<file path="config.mk">
export PLATFORM = sky130hd
export DESIGN_NAME = lsu_stage_flat
export DESIGN_NICKNAME = d
export VERILOG_FILES = /design/src/rtl/lsu_stage_pkg.sv /design/src/rtl/lsu_stage_if.sv /design/src/rtl/lsu_align.sv /design/src/rtl/lsu_stage.sv /design/src/flat_wrapper.sv
export SDC_FILE = /design/constraint.sdc
export NUM_CORES = 1
export LEC_CHECK = 0
export BUFFER_PORTS_ARGS = -buffer_cell sky130_fd_sc_hd__buf_2
export CORE_MARGIN = 2
export CORE_UTILIZATION = 25
export DETAILED_ROUTE_END_ITERATION = 7
export PLACE_DENSITY = 0.5
export SYNTH_ARGS = -nofsm -noshare
export SYNTH_HDL_FRONTEND = slang
export SYNTH_SLANG_ARGS = --single-unit
</file>
<file path="constraint.sdc">
create_clock -name clk -period 3.4 [get_ports clk]
set_clock_uncertainty 0.1 [all_clocks]
set_input_delay 1.02 -clock clk [delete_from_list [all_inputs] [get_ports clk]]
set_output_delay 1.02 -clock clk [all_outputs]
set_load 0.005 [all_outputs]
</file>
<file path="src/rtl/lsu_stage_pkg.sv">
// Shared constants, state encoding and decode helpers for the load/store stage.
package lsu_stage_pkg;

    localparam int unsigned XLEN  = 32;
    localparam int unsigned BE_W  = XLEN / 8;
    localparam int unsigned CNT_W = 8;

    localparam logic [6:0] OP_L = 7'b0000011;
    localparam logic [6:0] OP_S = 7'b0100011;
    localparam logic [6:0] OP_B = 7'b1100011;

    localparam logic [2:0] F3_B  = 3'b000;
    localparam logic [2:0] F3_H  = 3'b001;
    localparam logic [2:0] F3_W  = 3'b010;
    localparam logic [2:0] F3_BU = 3'b100;
    localparam logic [2:0] F3_HU = 3'b101;

    typedef enum logic [1:0] {
        ST_IDLE   = 2'd0,
        ST_ACCESS = 2'd1,
        ST_WB     = 2'd2
    } state_e;

    // Operation captured at acceptance and held until retirement.
    typedef struct packed {
        logic [6:0]      opcode;
        logic [2:0]      func3;
        logic [XLEN-1:0] addr;
        logic [XLEN-1:0] rs2;
        logic [4:0]      rd;
    } lsu_op_t;

    // True when a load/store has a legal func3 and a naturally aligned address.
    function automatic logic mem_op_ok(input logic [6:0] op,
                                       input logic [2:0] f3,
                                       input logic [1:0] off);
        logic legal;
        logic aligned;
        legal   = 1'b0;
        aligned = 1'b1;
        case (f3)
            F3_B, F3_H, F3_W: legal = 1'b1;
            F3_BU, F3_HU:     legal = (op == OP_L);
            default:          legal = 1'b0;
        endcase
        case (f3)
            F3_H, F3_HU: aligned = ~off[0];
            F3_W:        aligned = (off == 2'b00);
            default:     aligned = 1'b1;
        endcase
        return legal && aligned;
    endfunction

endpackage

</file>
<file path="src/rtl/lsu_stage_if.sv">
// Data-memory request/acknowledge bus between the load/store stage and memory.
interface lsu_stage_if;
    import lsu_stage_pkg::*;

    logic            dm_req;
    logic [XLEN-1:0] dm_addr;
    logic [BE_W-1:0] dm_we;
    logic [XLEN-1:0] dm_wdata;
    logic            dm_ack;
    logic [XLEN-1:0] dm_rdata;

    // Requester side (the load/store stage).
    modport master (
        output dm_req,
        output dm_addr,
        output dm_we,
        output dm_wdata,
        input  dm_ack,
        input  dm_rdata
    );

    // Responder side (data memory).
    modport slave (
        input  dm_req,
        input  dm_addr,
        input  dm_we,
        input  dm_wdata,
        output dm_ack,
        output dm_rdata
    );

endinterface

</file>
<file path="src/rtl/lsu_align.sv">
// Combinational store lane placement / byte enables and load extract / extend.
module lsu_align
    import lsu_stage_pkg::*;
(
    input  logic [2:0]      i_func3,
    input  logic [1:0]      i_off,
    input  logic [XLEN-1:0] i_rs2,
    input  logic [XLEN-1:0] i_rdata,
    output logic [BE_W-1:0] o_be_c,
    output logic [XLEN-1:0] o_wdata_c,
    output logic [XLEN-1:0] o_load_c
);

    logic [XLEN-1:0] w_shifted;

    assign w_shifted = i_rdata >> {i_off, 3'b000};

    // Store: replicate the source across lanes and enable only the addressed bytes.
    always_comb begin
        o_be_c    = '0;
        o_wdata_c = '0;
        case (i_func3)
            F3_B: begin
                o_be_c    = 4'b0001 << i_off;
                o_wdata_c = {4{i_rs2[7:0]}};
            end
            F3_H: begin
                o_be_c    = 4'b0011 << i_off;
                o_wdata_c = {2{i_rs2[15:0]}};
            end
            F3_W: begin
                o_be_c    = 4'b1111;
                o_wdata_c = i_rs2;
            end
            default: begin
                o_be_c    = '0;
                o_wdata_c = '0;
            end
        endcase
    end

    // Load: bring the addressed bytes to bit 0, then sign- or zero-extend.
    always_comb begin
        o_load_c = '0;
        case (i_func3)
            F3_B:    o_load_c = {{24{w_shifted[7]}}, w_shifted[7:0]};
            F3_H:    o_load_c = {{16{w_shifted[15]}}, w_shifted[15:0]};
            F3_W:    o_load_c = i_rdata;
            F3_BU:   o_load_c = {24'd0, w_shifted[7:0]};
            F3_HU:   o_load_c = {16'd0, w_shifted[15:0]};
            default: o_load_c = '0;
        endcase
    end

endmodule

</file>
<file path="src/rtl/lsu_stage.sv">
// RV32I memory-access stage: runs loads/stores over a req/ack bus, passes other results through.
module lsu_stage
    import lsu_stage_pkg::*;
#(
    parameter int unsigned TIMEOUT = 255
)(
    input  logic             clk,
    input  logic             rst_n,
    input  logic             ex_valid,
    output logic             ex_ready,
    input  logic [6:0]       opcode,
    input  logic [2:0]       func3,
    input  logic [XLEN-1:0]  alu_out,
    input  logic [XLEN-1:0]  rs2_data,
    input  logic [4:0]       rd,
    lsu_stage_if.master      dm,
    output logic             wb_valid,
    output logic             wb_we,
    output logic [4:0]       wb_rd,
    output logic [XLEN-1:0]  wb_data,
    output logic             lsu_err
);

    localparam logic [CNT_W-1:0] TO_CNT = CNT_W'(TIMEOUT);

    state_e          r_state, w_state_next;
    logic [CNT_W-1:0] r_cnt, w_cnt_next, w_cnt_inc;
    lsu_op_t         r_op, w_op_next;
    logic            r_ex_ready, w_ex_ready_next;
    logic            r_dm_req, w_dm_req_next;
    logic [BE_W-1:0] r_dm_we, w_dm_we_next;
    logic [XLEN-1:0] r_dm_wdata, w_dm_wdata_next;
    logic            r_wb_valid, w_wb_valid_next;
    logic            r_wb_we, w_wb_we_next;
    logic [4:0]      r_wb_rd, w_wb_rd_next;
    logic [XLEN-1:0] r_wb_data, w_wb_data_next;
    logic            r_lsu_err, w_lsu_err_next;

    logic            w_is_mem;
    logic            w_mem_ok;
    logic            w_idle;
    logic [2:0]      w_al_func3;
    logic [1:0]      w_al_off;
    logic [XLEN-1:0] w_al_rs2;
    logic [BE_W-1:0] w_al_be;
    logic [XLEN-1:0] w_al_wdata;
    logic [XLEN-1:0] w_al_load;

    assign w_idle    = (r_state == ST_IDLE);
    assign w_is_mem  = (opcode == OP_L) || (opcode == OP_S);
    assign w_mem_ok  = mem_op_ok(opcode, func3, alu_out[1:0]);
    assign w_cnt_inc = r_cnt + CNT_W'(1);

    // Aligner sees the incoming op while idle (store lanes) and the held op afterwards (load extract).
    assign w_al_func3 = w_idle ? func3        : r_op.func3;
    assign w_al_off   = w_idle ? alu_out[1:0] : r_op.addr[1:0];
    assign w_al_rs2   = w_idle ? rs2_data     : r_op.rs2;

    lsu_align u_align (
        .i_func3   (w_al_func3),
        .i_off     (w_al_off),
        .i_rs2     (w_al_rs2),
        .i_rdata   (dm.dm_rdata),
        .o_be_c    (w_al_be),
        .o_wdata_c (w_al_wdata),
        .o_load_c  (w_al_load)
    );

    // State, counter, held op and all output registers.
    always_ff @(posedge clk or negedge rst_n) begin
        if (!rst_n) begin
            r_state    <= ST_IDLE;
            r_cnt      <= '0;
            r_op       <= '0;
            r_ex_ready <= 1'b1;
            r_dm_req   <= 1'b0;
            r_dm_we    <= '0;
            r_dm_wdata <= '0;
            r_wb_valid <= 1'b0;
            r_wb_we    <= 1'b0;
            r_wb_rd    <= '0;
            r_wb_data  <= '0;
            r_lsu_err  <= 1'b0;
        end else begin
            r_state    <= w_state_next;
            r_cnt      <= w_cnt_next;
            r_op       <= w_op_next;
            r_ex_ready <= w_ex_ready_next;
            r_dm_req   <= w_dm_req_next;
            r_dm_we    <= w_dm_we_next;
            r_dm_wdata <= w_dm_wdata_next;
            r_wb_valid <= w_wb_valid_next;
            r_wb_we    <= w_wb_we_next;
            r_wb_rd    <= w_wb_rd_next;
            r_wb_data  <= w_wb_data_next;
            r_lsu_err  <= w_lsu_err_next;
        end
    end

    // Next-state and next-output decode.
    always_comb begin
        w_state_next    = r_state;
        w_cnt_next      = r_cnt;
        w_op_next       = r_op;
        w_dm_req_next   = 1'b0;
        w_dm_we_next    = r_dm_we;
        w_dm_wdata_next = r_dm_wdata;
        w_wb_valid_next = 1'b0;
        w_wb_we_next    = 1'b0;
        w_wb_rd_next    = r_wb_rd;
        w_wb_data_next  = r_wb_data;
        w_lsu_err_next  = 1'b0;

        case (r_state)
            ST_IDLE: begin
                if (ex_valid) begin
                    w_op_next = '{opcode: opcode, func3: func3, addr: alu_out,
                                  rs2: rs2_data, rd: rd};
                    w_wb_rd_next = rd;
                    if (w_is_mem && w_mem_ok) begin
                        w_state_next    = ST_ACCESS;
                        w_cnt_next      = '0;
                        w_dm_req_next   = 1'b1;
                        w_dm_we_next    = (opcode == OP_S) ? w_al_be : '0;
                        w_dm_wdata_next = (opcode == OP_S) ? w_al_wdata : '0;
                    end else if (w_is_mem) begin
                        // Misaligned or illegal width: retire with error, never touch memory.
                        w_state_next    = ST_WB;
                        w_wb_valid_next = 1'b1;
                        w_wb_data_next  = '0;
                        w_lsu_err_next  = 1'b1;
                    end else begin
                        w_state_next    = ST_WB;
                        w_wb_valid_next = 1'b1;
                        w_wb_we_next    = (opcode != OP_B) && (rd != 5'd0);
                        w_wb_data_next  = alu_out;
                    end
                end
            end

            ST_ACCESS: begin
                if (dm.dm_ack) begin
                    // Ack takes priority over a coincident timeout.
                    w_state_next    = ST_WB;
                    w_cnt_next      = '0;
                    w_wb_valid_next = 1'b1;
                    if (r_op.opcode == OP_L) begin
                        w_wb_we_next   = (r_op.rd != 5'd0);
                        w_wb_data_next = w_al_load;
                    end else begin
                        w_wb_data_next = '0;
                    end
                end else if (w_cnt_inc == TO_CNT) begin
                    w_state_next    = ST_WB;
                    w_cnt_next      = '0;
                    w_wb_valid_next = 1'b1;
                    w_wb_data_next  = '0;
                    w_lsu_err_next  = 1'b1;
                end else begin
                    w_dm_req_next = 1'b1;
                    w_cnt_next    = w_cnt_inc;
                end
            end

            ST_WB: begin
                w_state_next = ST_IDLE;
            end

            default: begin
                w_state_next = ST_IDLE;
            end
        endcase

        w_ex_ready_next = (w_state_next == ST_IDLE);
    end

    assign ex_ready    = r_ex_ready;
    assign dm.dm_req   = r_dm_req;
    assign dm.dm_addr  = {r_op.addr[XLEN-1:2], 2'b00};
    assign dm.dm_we    = r_dm_we;
    assign dm.dm_wdata = r_dm_wdata;
    assign wb_valid    = r_wb_valid;
    assign wb_we       = r_wb_we;
    assign wb_rd       = r_wb_rd;
    assign wb_data     = r_wb_data;
    assign lsu_err     = r_lsu_err;

endmodule

</file>
<file path="src/flat_wrapper.sv">
// flat-port wrapper written by rule: the top's interface ports become plain ports
module lsu_stage_flat import lsu_stage_pkg::*;
#(
    parameter int unsigned TIMEOUT = 255
)
  (clk, rst_n, ex_valid, ex_ready, opcode, func3, alu_out, rs2_data, rd, wb_valid, wb_we, wb_rd, wb_data, lsu_err, dm_dm_req, dm_dm_addr, dm_dm_we, dm_dm_wdata, dm_dm_ack, dm_dm_rdata);
  lsu_stage_if dm_i ();
  input  logic clk;
  input  logic rst_n;
  input  logic ex_valid;
  output logic ex_ready;
  input  logic [6:0] opcode;
  input  logic [2:0] func3;
  input  logic [XLEN-1:0] alu_out;
  input  logic [XLEN-1:0] rs2_data;
  input  logic [4:0] rd;
  output logic wb_valid;
  output logic wb_we;
  output logic [4:0] wb_rd;
  output logic [XLEN-1:0] wb_data;
  output logic lsu_err;
  output wire logic [$bits(dm_i.dm_req)-1:0] dm_dm_req;
  output wire logic [$bits(dm_i.dm_addr)-1:0] dm_dm_addr;
  output wire logic [$bits(dm_i.dm_we)-1:0] dm_dm_we;
  output wire logic [$bits(dm_i.dm_wdata)-1:0] dm_dm_wdata;
  input wire logic [$bits(dm_i.dm_ack)-1:0] dm_dm_ack;
  input wire logic [$bits(dm_i.dm_rdata)-1:0] dm_dm_rdata;
  assign dm_dm_req = dm_i.dm_req;
  assign dm_dm_addr = dm_i.dm_addr;
  assign dm_dm_we = dm_i.dm_we;
  assign dm_dm_wdata = dm_i.dm_wdata;
  assign dm_i.dm_ack = dm_dm_ack;
  assign dm_i.dm_rdata = dm_dm_rdata;
  lsu_stage #(.TIMEOUT(TIMEOUT)) u_core (.clk(clk), .rst_n(rst_n), .ex_valid(ex_valid), .ex_ready(ex_ready), .opcode(opcode), .func3(func3), .alu_out(alu_out), .rs2_data(rs2_data), .rd(rd), .dm(dm_i), .wb_valid(wb_valid), .wb_we(wb_we), .wb_rd(wb_rd), .wb_data(wb_data), .lsu_err(lsu_err));
endmodule
</file>
Word level (Yosys, flattened, before mapping)
Index checks and enable logic that the tools add are counted.
{"block": "totals", "input_bits": 115, "output_inout_bits": 110, "word_cells": 103, "reg_bits": 130}
{"block": "op_classes", "n_reduce_logical": 19, "add_sub_neg": 1, "n_eq_ne": 18, "bitwise_logic": 1, "muxes": 47, "shift": 3}
{"operator": "32-bit 2-to-1 mux", "n": 7}
{"operator": "32-bit one-hot mux with 5 select lines", "n": 1}
{"operator": "32-bit one-hot mux with 3 select lines", "n": 1}
{"operator": "32-bit one-hot mux with 2 select lines", "n": 1}
{"operator": "8-bit 2-to-1 mux", "n": 4}
{"operator": "32-bit by 5-bit right shift with 16-bit output", "n": 1}
{"operator": "1-bit 2-to-1 mux", "n": 17}
{"operator": "8-bit one-hot mux with 2 select lines", "n": 1}
{"operator": "7-bit by 2-bit equality test with 1-bit output, second input constant", "n": 2}
{"operator": "3-bit equality test, second input constant", "n": 4}
{"operator": "1-bit one-hot mux with 2 select lines", "n": 6}
{"operator": "4-bit one-hot mux with 3 select lines", "n": 1}
{"operator": "2-bit 2-to-1 mux", "n": 5}
{"operator": "5-bit nonzero test", "n": 2}
{"operator": "8-bit by 1-bit adder with 8-bit output, second input constant", "n": 1}
{"operator": "8-bit equality test, second input constant", "n": 1}
{"operator": "7-bit by 6-bit equality test with 1-bit output, second input constant", "n": 1}
{"operator": "7-bit != test, second input constant", "n": 1}
{"operator": "3-bit by 1-bit equality test with 1-bit output, second input constant", "n": 2}
{"operator": "3-bit by 2-bit equality test with 1-bit output, second input constant", "n": 2}
{"operator": "2-bit logical NOT", "n": 3}
{"operator": "3-bit logical NOT", "n": 2}
{"operator": "2-bit != test, second input constant", "n": 3}
{"operator": "3-bit AND reduction", "n": 2}
{"operator": "15 further kinds", "n": 18}

Depth between registers and ports, before layout
Gate-level depths: netlist of the first run.
{"block": "logic_depth", "ltp_word": 9, "mapped_depth": 9, "ltp_nobuf": 7}

Modules after synthesis
A second synthesis of the first run with hierarchy kept.
{"block": "hier_totals", "cells_unflattened": 990, "area_unflattened_um2": 8976.1}
{"module": "lsu_stage", "seq_area_each_um2": 4055.1, "cells_per_inst": 775, "n_inst": 1, "area_each_um2": 7651.1}
{"module": "lsu_align", "seq_area_each_um2": 0.0, "cells_per_inst": 215, "n_inst": 1, "area_each_um2": 1325.0}

Least setup slack after synthesis of the first run
Ideal clock, no wire load.
{"block": "synth_path", "path_kind": "input -> register", "startpoint": "input func3[1]", "endpoint": "register u_core.r_wb_data[22] (netlist: u_core.wb_data[22])", "t_required_ns": 3.218, "arrival_time_ns": 2.587, "path_stages": 8, "path_slack_ns": 0.631, "cell_sequence": "clkbuf_1 > nor4b_2 > a31oi_1 > a211oi_1 > a21boi_1 > o211ai_4 > buf_6 > a31oi_1"}
{"block": "synth_via", "elab_chain_cells": 7, "word_cells_on_any_way": 24}
{"item": "from (decl)", "line_no": "flat_wrapper.sv:13", "rtl": "input logic [2:0] func3;"}
{"item": "3-bit by 1-bit equality test with 1-bit output, or another cell as far along", "line_no": "lsu_stage_pkg.sv:41, lsu_stage_pkg.sv:46"}
{"item": "3-bit OR reduction, or another cell as far along", "line_no": "lsu_stage_pkg.sv:41", "rtl": "case (f3)"}
{"item": "1-bit one-hot mux with 2 select lines (on tied branches)", "line_no": "lsu_stage_pkg.sv:41, lsu_stage_pkg.sv:46"}
{"item": "1-bit logical AND", "line_no": "lsu_stage_pkg.sv:51", "rtl": "return legal && aligned;"}
{"item": "1-bit logical AND", "line_no": "lsu_stage.sv:120", "rtl": "if (w_is_mem && w_mem_ok) begin"}
{"item": "2-bit != test (no source line)"}
{"item": "4-bit AND reduction (no source line)"}
{"item": "to (signal assigned)", "line_no": "lsu_stage.sv:95", "rtl": "r_wb_data <= w_wb_data_next;"}
{"item": "to (decl)", "line_no": "lsu_stage.sv:36", "rtl": "logic [XLEN-1:0] r_wb_data, w_wb_data_next;"}
Parallel ways exist; a longest one is shown, timed or not.
A chain may end at the register's enable or synchronous reset.

Worst setup path after layout of the first run
{"block": "layout_path", "startpoint": "register u_core.r_state[1]", "endpoint": "register u_core.r_wb_data[1] (netlist: u_core.wb_data[1])"}
{"block": "layout_via", "elab_chain_cells": 7, "word_cells_on_any_way": 19}
{"item": "from (decl)", "line_no": "lsu_stage.sv:26", "rtl": "state_e r_state, w_state_next;"}
{"item": "from (signal assigned)", "line_no": "lsu_stage.sv:85", "rtl": "r_state <= w_state_next;"}
{"item": "2-bit logical NOT", "line_no": "lsu_stage.sv:49, lsu_stage.sv:114"}
{"item": "2-bit 2-to-1 mux / 3-bit 2-to-1 mux (equally long branches)", "line_no": "lsu_stage.sv:56, lsu_stage.sv:55"}
{"item": "32-bit by 5-bit right shift with 16-bit output, or another cell as far along", "line_no": "lsu_align.sv:16", "rtl": "assign w_shifted = i_rdata >> {i_off, 3'b000};"}
{"item": "32-bit one-hot mux with 5 select lines", "line_no": "lsu_align.sv:45", "rtl": "case (i_func3)"}
{"item": "32-bit 2-to-1 mux", "line_no": "lsu_stage.sv:147", "rtl": "if (r_op.opcode == OP_L) begin"}
{"item": "32-bit 2-to-1 mux", "line_no": "lsu_stage.sv:142", "rtl": "if (dm.dm_ack) begin"}
{"item": "32-bit one-hot mux with 2 select lines", "line_no": "lsu_stage.sv:114", "rtl": "case (r_state)"}
Parallel ways exist; a longest one is shown, timed or not.

==> results of run 1 <==
## layout make-up
type                       instances  share of cell area [%]
clock buffer                      20                    5.28
clock inverter                    12                    1.26
tap                              341                    4.93
sequential                       130                    37.6
inverter                           3                   0.130
timing repair buffer             249                    15.7
multi-input combinational        522                    35.0
antenna                            4                   0.116
## worst max-delay path, delay by kind of cell, from the launching register on
kind               cells  cell delay (ns)
AOI/OAI and AO/OA      3             0.54
and+or+nand+nor        2             1.19
muxes                  1             0.47
DFF                    1             0.59
## Yosys cell counts, drive strengths merged, types with 3 or more instances
library cell,count
and3,4
inv,3
nand2b,8
mux2,9
xnor2,3
nand2,196
or2,5
nand3,5
a2bb2oi,6
buf,56
a211o,3
and2,11
a22o,26
nand4,3
a31oi,21
a222oi,7
clkbuf,25
dfrtp,129
a21oi,35
o21ai,46
mux2i,12
nor2,37
o21a,3
nor4b,3
nor3,14
a22oi,34
## how the worst max path moves through the flow
stage | from | to | slack [ns] | depth (start not counted)
floorplan | func3[1] | u_core.wb_data[22] | 0.63 | 8
global placement | alu_out[1] | u_core.wb_data[17] | 0.33 | 8
detailed placement | alu_out[1] | u_core.wb_data[15] | 0.29 | 8
CTS | u_core.r_state[1] | u_core.wb_data[0] | 0.46 | 6
global route | u_core.r_state[1] | u_core.wb_data[0] | 0.23 | 6
finish | u_core.r_state[1] | u_core.wb_data[1] | 0.43 | 6
## power groups by stage
stage,Clock (mW),Sequential (mW),Combinational [mW]
4_1_cts,1.86,1.80,0.852
3_5_place_dp,0,1.83,0.848
2_1_floorplan,0,1.81,0.519
3_3_place_gp,0,1.83,0.842
6_report,1.80,1.80,0.831
5_1_grt,1.94,1.82,0.932
## state kept, by name, indices dropped and copies added, names as in the netlist, 2 cells and up
| name | flops |
|---|---|
| u_core.dm.dm_wdata | 32 |
| u_core.wb_data | 32 |
| u_core.dm.dm_addr | 30 |
| u_core.r_op | 12 |
| u_core.r_cnt | 8 |
| u_core.wb_rd | 5 |
| u_core.dm.dm_we | 4 |
| u_core.r_state | 2 |
## metrics by stage
| step | setup slack [ns] | total power [mW] | instance area (um2) | hold slack, ns | std cells |
|---|---|---|---|---|---|
| after global routing | 0.230 | 4.69 | 8650 | 0.392 | 1278 |
| after detailed placement | 0.294 | 2.68 | 8080 | 0.357 | 1245 |
| final | 0.428 | 4.43 | 8650 | 0.368 | 1281 |
| after global placement | 0.327 | 2.67 | 8080 | 0.352 | 1245 |
| after CTS | 0.461 | 4.51 | 8640 | 0.373 | 1277 |
| after floorplan | 0.631 | 2.33 | 6780 | 0.346 | 736 |
## cells in the final DEF, fill, tap and decap left out, types with 4 or more instances in the layout
cell | synthesis | final
nor3_1 | 13 | 13
dfrtp_1 | 129 | 129
buf_4 | 39 | 24
diode_2 | 0 | 4
a22o_1 | 26 | 26
mux2i_1 | 11 | 11
mux2_2 | 8 | 8
nor2_2 | 2 | 4
and2_1 | 11 | 10
a31oi_1 | 18 | 18
clkinv_4 | 0 | 4
nand2b_1 | 8 | 8
clkinv_2 | 0 | 4
nand2_1 | 196 | 195
a222oi_1 | 7 | 7
a21oi_1 | 28 | 28
and3_1 | 4 | 4
nor2_1 | 35 | 33
nand3_1 | 5 | 5
clkbuf_16 | 0 | 17
or2_2 | 4 | 4
a22oi_1 | 34 | 34
a2bb2oi_1 | 6 | 6
o21ai_0 | 43 | 43
a21oi_2 | 7 | 7
buf_2 | 9 | 221
## cell families (layout without fill, tap and decap cells)
family	Yosys count	after routing	share of synthesized area (%)
xor gates and xnor gates	4	4	0.517
DFF	130	130	48.0
adders and majority gates	2	2	0.369
AOI/OAI and AO/OA	194	194	20.8
other	1	6	0.0553
muxes	21	21	3.38
and+or+nand+nor	299	299	19.3
buffers and inverters	84	284	7.55
## routing by layer
metal,GRT usage (%),vias up,routed length [um]
li1,-,2937,-
met3,5.03,21,1740
met5,0,-,31
met2,28.2,210,11300
met1,22.2,2937,10600
met4,3.45,6,165
==> flow_summary_export.csv, run 1 <==
group,metric,value,unit
pwr,netSwitchingFraction,29.8,%
clock_tree,cts_resized,0,
worst_setup_path,worst_setup_path_start_kind,"register",
clock_tree,h-tree-depth,4,
layout,fin_util,32.3,%
timing,fin_crit_sh,87.4,%
global_route,antenna_found_initial,6,
pwr,p_int,3.11,mW
worst_setup_path,critPathSlowestCell,"nor3_1",
global_route,grt_pass1_vias,6084,
global_route,grtUsageTotal,17.0,%
timing,grt_setup_unrepaired,"no",
floorplan,ios,225,
worst_setup_path,path_cells,"or2_1, mux2_2, nor3_1, a222oi_1, a2bb2oi_1, a21oi_1",
worst_hold_path,worstHoldEndpoint,"u_core.dm.dm_addr[16]",
logic_synthesis,synth-main-ff-cell,"dfrtp_1",
global_route,grt_pass1_wl,37100,um
pwr,seq_power_share,40.7,%
layout,regArea,3250,um2
global_route,grt_max_degree,54,
logic_synthesis,avgSynthCellArea,9.22,um2
pwr,combPwrFrac,18.7,%
worst_hold_path,hp-class,"register to register",
pwr,ir_drop,0.194,mV
logic_synthesis,ys_async_sr_fraction,100,%
worst_hold_path,min_from,"u_core.dm.dm_addr[16]",
pwr,p_per_area,512,nW/um2
worst_setup_path,max_stage_delay,0.75,ns
pwr,power_leakage,4.21,nW
worst_setup_path,arrival,3.22,ns
clock_tree,tritoncts,"done",
worst_setup_path,timing.rr.start,"u_core.r_state[1]",
timing,maxSlewHeadroom,39.8,%
timing,maxSlewViolCount,0,
clock_tree,cts_hold_buffers,0,
clock_tree,path_clk_slew,0.06,ns
routing,first_pass_iters,5,
routing,num_vias,6111,
worst_setup_path,crit_path_end_kind,"register",
logic_synthesis,synth.distinct_cells,65,
pwr,switching_power,1.32,mW
floorplan,initial_core_util,25.3,%
timing,tightest_slew,0.896,ns
clock_tree,numClockSinks,130,
floorplan,die_x,169,um
status,run_status,"complete, no violations",
timing,fmax,0.337,GHz
clock_tree,cts_root_buffer,"clkbuf_16",
worst_setup_path,r2r_slack,0.43,ns
placement,hpwl,17700,um
routing,ant_nets,0,
timing,finalSetupViolations,0,
layout,drive_above_1_share,34.4,%
logic_synthesis,synth_area,6780,um2
logic_synthesis,synth_edf_count,0,
floorplan,die-area,28400,um2
worst_setup_path,worstPathRequired,3.65,ns
timing,fin_crit,2.97,ns
clock_tree,cts_buffer_depth,2,
clock_tree,clk_latency,0.43,ns
timing,hold_viol,0,
worst_setup_path,crit_type,"register to register",
timing,fin_tns_setup,0,ns
logic_synthesis,yosys_warnings,0,
routing,drt-total-wl,23900,um
layout,fillers,2844,
pwr,pwr-share-clk,40.6,%
clock_tree,post_cts_buffers,0,
routing,drtIter0Drc,388,
placement,gp_congestion,0.803,
logic_synthesis,syn_inst,735,
floorplan,core,26800,um2
logic_synthesis,yosysTopAreaCellShare,47.6,%
clock_tree,cts_buffers,17,
placement,port_buffers,222,
global_route,grt_overflow,0,
floorplan,die_h,169,um
logic_synthesis,synthTopCellsByArea,"dfrtp_1 48%, nand2_1 11%, buf_4 4.3%",
layout,syn_to_final_growth,27.7,%
logic_synthesis,synth_top_area_cell,"dfrtp_1",
worst_setup_path,r2r-end,"u_core.wb_data[1]",
routing,wire_per_inst,18.6,um
routing,drc,0,
worst_setup_path,reg2regPathDepth,6,
worst_hold_path,min_path_cells,2,
floorplan,rows,60,
flow_run,max_cap_violations,0,
layout,multi_input_area,3030,um2
logic_synthesis,ys_ff_latch,130,
worst_setup_path,crit_fanout,11,
routing,via_per_inst,4.77,
logic_synthesis,yosysSeqAreaShare,48.0,%
layout,final_nets,1040,
Power figures use the tool's default switching activity.
==> inputs of run 2 (changes only) <==
- RECOVER_POWER: not set -> 50
==> flow_summary_export.csv, run 2 (synthesized netlist as in run 1, its figures left out) <==
group,metric,value,unit
status,run_status,"complete, no violations",
floorplan,die_x,169,um
worst_setup_path,path_cells,"or2_1, mux2i_2, mux2i_1, a222oi_1, o211ai_1, o21a_1",
timing,fmax,0.338,GHz
worst_setup_path,r2r_slack,0.44,ns
routing,drc,0,
pwr,p_per_area,514,nW/um2
global_route,grt_max_degree,54,
clock_tree,cts_buffer_depth,2,
worst_setup_path,crit_fanout,11,
clock_tree,tritoncts,"done",
global_route,grt_pass1_wl,37100,um
layout,syn_to_final_growth,27.2,%
timing,tightest_slew,1.44,ns
clock_tree,post_cts_buffers,0,
floorplan,die_h,169,um
routing,drtIter0Drc,414,
clock_tree,clk_latency,0.43,ns
floorplan,rows,60,
layout,stdcell_count,1280,
routing,met1_length,10600,um
global_route,antenna_found_initial,6,
timing,fin_tns_setup,0,ns
routing,met3RoutedLength,1710,um
routing,ant_nets,0,
floorplan,initial_core_util,25.3,%
worst_setup_path,max_stage_delay,0.72,ns
clock_tree,cts_resized,0,
routing,wire_per_inst,18.7,um
timing,grt_setup_unrepaired,"no",
worst_setup_path,worstPathRequired,3.67,ns
layout,final_cell_mix,"217 x buf_2, 195 x nand2_1, 129 x dfrtp_1",
timing,finalSetupViolations,0,
clock_tree,path_clk_slew,0.06,ns
flow_run,max_cap_violations,0,
routing,met2WireLength,11400,um
timing,hold_viol,0,
layout,final_nets,1040,
worst_hold_path,worstHoldEndpoint,"u_core.dm.dm_addr[16]",
worst_setup_path,crit_type,"register to register",
placement,dp.cells,1245,
layout,final_common_cell,"buf_2",
worst_setup_path,cp_num_buf_inv,0,
clock_tree,numClockSinks,130,
worst_hold_path,hp-class,"register to register",
placement,hpwl,17700,um
floorplan,core,26800,um2
worst_setup_path,cp_top_family,"multiplexers",
pwr,power_leakage,4.18,nW
global_route,grt_overflow,0,
layout,fillers,2854,
placement,gp_congestion,0.803,
worst_setup_path,timing.rr.start,"u_core.r_state[1]",
floorplan,die-area,28400,um2
pwr,ir_drop,0.194,mV
worst_setup_path,worst_setup_path_start_kind,"register",
routing,via_per_inst,4.78,
timing,fin_crit_sh,87.0,%
clock_tree,cts_root_buffer,"clkbuf_16",
worst_hold_path,min_path_cells,2,
worst_setup_path,arrival,3.22,ns
worst_setup_path,r2r-end,"u_core.wb_data[0]",
timing,hold_ws,0.368,ns
global_route,grt_pass1_vias,6084,
worst_setup_path,reg2regPathDepth,6,
layout,drive_above_1_share,33.8,%
timing,fin_crit,2.96,ns
worst_hold_path,min_from,"u_core.dm.dm_addr[16]",
routing,first_pass_iters,6,
global_route,grtUsageTotal,17.0,%
clock_tree,h-tree-depth,4,
routing,num_vias,6121,
placement,port_buffers,222,
clock_tree,cts_buffers,17,
routing,dr.max_layer_used,"met5",
worst_setup_path,crit_path_end_kind,"register",
floorplan,ios,225,
timing,maxSlewViolCount,0,
timing,maxSlewHeadroom,3.73,%
clock_tree,cts_hold_buffers,0,
routing,drt-total-wl,23900,um
worst_setup_path,critPathSlowestCell,"mux2i_1",
==> run 2: worst max-delay path by stage <==
stage                            startpoint                 end  depth (start not counted)
after floorplan                    func3[1]  u_core.wb_data[22]                          8
final                     u_core.r_state[1]   u_core.wb_data[0]                          6
after global placement           alu_out[1]  u_core.wb_data[17]                          8
after CTS                 u_core.r_state[1]   u_core.wb_data[0]                          6
after detailed placement         alu_out[1]  u_core.wb_data[15]                          8
after global routing      u_core.r_state[1]   u_core.wb_data[0]                          6
==> run 2: final cells by class <==
| cell class | instances | area [um2] | share of cell area, % |
|---|---|---|---|
| timing repair buffer | 249 | 1330 | 15.4 |
| sequential | 130 | 3250 | 37.8 |
| clock inverter | 12 | 109 | 1.26 |
| multi-input combinational | 522 | 3030 | 35.1 |
| inverter | 3 | 11.3 | 0.131 |
| antenna | 3 | 7.51 | 0.0871 |
| clock buffer | 20 | 457 | 5.30 |
| tap | 341 | 427 | 4.95 |
==> run 2: where the power goes <==
group	leakage, nW	internal (mW)	switching (mW)
sequential	1.64	1.70	0.0984
clock	0.276	1.05	0.755
combinational	2.27	0.358	0.469
total	4.18	3.11	1.32
==> run 2: worst register-to-register path, delay by kind of cell (launching register included) <==
kind	cells	cell delay (ns)
mux	2	1.15
flops	1	0.58
compound gates	3	0.64
simple gates	1	0.44
==> run 2: per-stage QoR <==
step | total power, mW | instance area (um2) | setup WS (ns) | util (%)
after floorplan | 2.33 | 6780 | 0.631 | -
final | 4.43 | 8620 | 0.443 | 32.2
after detailed placement | 2.68 | 8080 | 0.294 | 30.1
after CTS | 4.51 | 8640 | 0.461 | 32.3
after global routing | 4.68 | 8610 | 0.230 | 32.1
after global placement | 2.67 | 8080 | 0.327 | 30.1
==> run 2: per-layer routing <==
metal / up-vias / global-route usage, %
met5: - / 0
met4: 6 / 3.45
met3: 21 / 5.03
met2: 209 / 28.2
met1: 2947 / 22.2
li1: 2938 / -
==> inputs of run 3 (changes only) <==
- CELL_PAD_IN_SITES_DETAIL_PLACEMENT: not set -> 2
- CELL_PAD_IN_SITES_GLOBAL_PLACEMENT: not set -> 2
- PLACE_DENSITY: 0.5 -> 0.74
==> flow_summary_export.csv, run 3 (synthesized netlist as in run 1, its figures left out) <==
group,metric,value,unit
status,run_status,"finished, violations left",
status,violations,"max-capacitance violations, max-slew violations",
layout,regArea,3250,um2
pwr,combPwrFrac,18.5,%
timing,fmax,0.322,GHz
clock_tree,cts_hold_buffers,0,
global_route,antenna_found_initial,4,
worst_setup_path,max_stage_delay,0.76,ns
global_route,grt_pass1_wl,41800,um
clock_tree,tritoncts,"done",
pwr,seq_power_share,39.3,%
clock_tree,cts_root_buffer,"clkbuf_16",
routing,drtIter0Drc,307,
floorplan,core,26800,um2
worst_hold_path,worstHoldEndpoint,"u_core.dm.dm_addr[11]",
routing,num_vias,6351,
global_route,grt_overflow,0,
layout,final_nets,1038,
worst_setup_path,crit_fanout,11,
layout,syn_to_final_growth,27.4,%
global_route,grt_pass1_vias,6920,
clock_tree,path_clk_slew,0.06,ns
clock_tree,post_cts_buffers,0,
timing,hold_viol,0,
pwr,power,4.60,mW
layout,final_cell_mix,"195 x nand2_1, 194 x buf_2, 129 x dfrtp_1",
clock_tree,cts_buffers,17,
flow_run,max_cap_violations,1,
pwr,ir_drop,0.232,mV
global_route,grt_max_degree,56,
timing,fin_crit_sh,91.4,%
worst_setup_path,cp_num_buf_inv,0,
floorplan,rows,60,
worst_setup_path,r2r-end,"u_core.wb_data[3]",
timing,maxSlewViolCount,43,
global_route,grtUsageTotal,19.0,%
routing,ant_nets,0,
worst_hold_path,min_path_cells,2,
worst_setup_path,reg2regPathDepth,6,
clock_tree,cts_resized,0,
routing,first_pass_iters,4,
floorplan,die_x,169,um
pwr,p_int,3.25,mW
layout,drive_above_1_share,31.2,%
pwr,netSwitchingFraction,29.3,%
worst_hold_path,hp-class,"register to register",
worst_setup_path,path_cells,"or2_1, mux2_2, nor3_1, a222oi_1, a2bb2oi_1, a21oi_2",
layout,final_common_cell,"nand2_1",
floorplan,ios,225,
clock_tree,clk_latency,0.42,ns
clock_tree,cts_buffer_depth,2,
worst_setup_path,worst_setup_path_start_kind,"register",
worst_setup_path,crit_path_end_kind,"register",
worst_setup_path,critPathSlowestCell,"nor3_1",
worst_hold_path,min_from,"u_core.dm.dm_addr[11]",
clock_tree,numClockSinks,130,
pwr,p_per_area,533,nW/um2
layout,fillers,3052,
clock_tree,h-tree-depth,4,
routing,via_per_inst,4.97,
pwr,switching_power,1.35,mW
routing,drc,0,
worst_setup_path,crit_type,"register to register",
routing,wire_per_inst,20.6,um
pwr,power_leakage,4.12,nW
timing,finalSetupViolations,0,
placement,port_buffers,222,
timing,fin_crit,3.11,ns
routing,drt-total-wl,26400,um
pwr,pwr-share-clk,42.3,%
timing,tightest_slew,2.19,ns
floorplan,die-area,28400,um2
timing,fin_tns_setup,0,ns
worst_setup_path,arrival,3.35,ns
timing,grt_setup_unrepaired,"no",
floorplan,initial_core_util,25.3,%
placement,gp_congestion,0.773,
layout,multi_input_area,3030,um2
worst_setup_path,cp_top_family,"simple AND/OR/NAND/NOR gates",
placement,hpwl,19600,um
timing,maxSlewHeadroom,-45.7,%
worst_setup_path,worstPathRequired,3.64,ns
floorplan,die_h,169,um
worst_setup_path,r2r_slack,0.29,ns
worst_setup_path,timing.rr.start,"u_core.r_state[0]",
run 3: changes by cell type in the layout (fill, tap and decap cells not counted):
| cell | previous run | this run |
|---|---|---|
| dlygate4sd2_1 | 0 | 1 |
| clkbuf_4 | 1 | 0 |
| buf_1 | 0 | 1 |
| buf_4 | 21 | 22 |
| clkbuf_1 | 6 | 27 |
| clkinv_2 | 4 | 2 |
| bufinv_16 | 1 | 3 |
| buf_2 | 217 | 194 |
| clkinv_4 | 4 | 2 |
| clkbuf_2 | 3 | 1 |
| clkinvlp_4 | 2 | 4 |
run 3: area by class of cell:
| type | instances | area share (%) |
|---|---|---|
| well taps | 341 | 4.94 |
| clock buffers | 20 | 5.29 |
| repair buffers | 247 | 15.0 |
| inverters | 3 | 0.130 |
| clock inverters | 12 | 1.81 |
| diodes | 3 | 0.0870 |
| multi-input cells | 522 | 35.1 |
| flip-flops and latches | 130 | 37.7 |
run 3: per-layer routing:
metal  track usage, %  share of wire (%)  up-vias  routed length (um)
met2             32.2                 49      191               13000
li1                 -                  -     2924                   -
met4             2.96               0.67        4                 177
met1             24.4                 43     3215               11300
met5                0               0.10        -                  27
met3             5.59                7.0       17                1850
run 3: worst max path at each step:
stage / from / to / slack (ns) / cells after the start
3_5_place_dp: alu_out[1] / u_core.wb_data[1] / 0.15 / 8
3_3_place_gp: func3[2] / u_core.wb_data[1] / 0.13 / 7
6_report: u_core.r_state[0] / u_core.wb_data[3] / 0.29 / 6
2_1_floorplan: func3[1] / u_core.wb_data[22] / 0.63 / 8
4_1_cts: u_core.r_state[0] / u_core.wb_data[3] / 0.24 / 6
5_1_grt: rst_n / u_core.wb_data[10] / 0.13 / 2
run 3: power groups by stage:
stage / clock (mW) / sequential [mW] / combinational, mW
4_1_cts: 2.01 / 1.81 / 0.881
5_1_grt: 2.06 / 1.83 / 0.958
3_5_place_dp: 0 / 1.83 / 0.874
3_3_place_gp: 0 / 1.82 / 0.849
2_1_floorplan: 0 / 1.81 / 0.519
6_report: 1.94 / 1.80 / 0.849
run 3: worst min-delay path, cell delays in order (launching register included):
cell     delay, ns
dfrtp_1       0.34
nand2_1       0.05
nand2_1       0.05
run 3: through the flow:
stage,instance area (um2),setup slack [ns],utilization [%],instances,hold slack (ns)
6_report,8630,0.292,32.2,1278,0.375
5_1_grt,8620,0.126,32.2,1275,0.395
4_1_cts,8660,0.236,32.3,1275,0.383
3_5_place_dp,8050,0.150,30.0,1243,0.366
3_3_place_gp,8050,0.133,30.0,1243,0.352
2_1_floorplan,6780,0.631,-,736,0.346
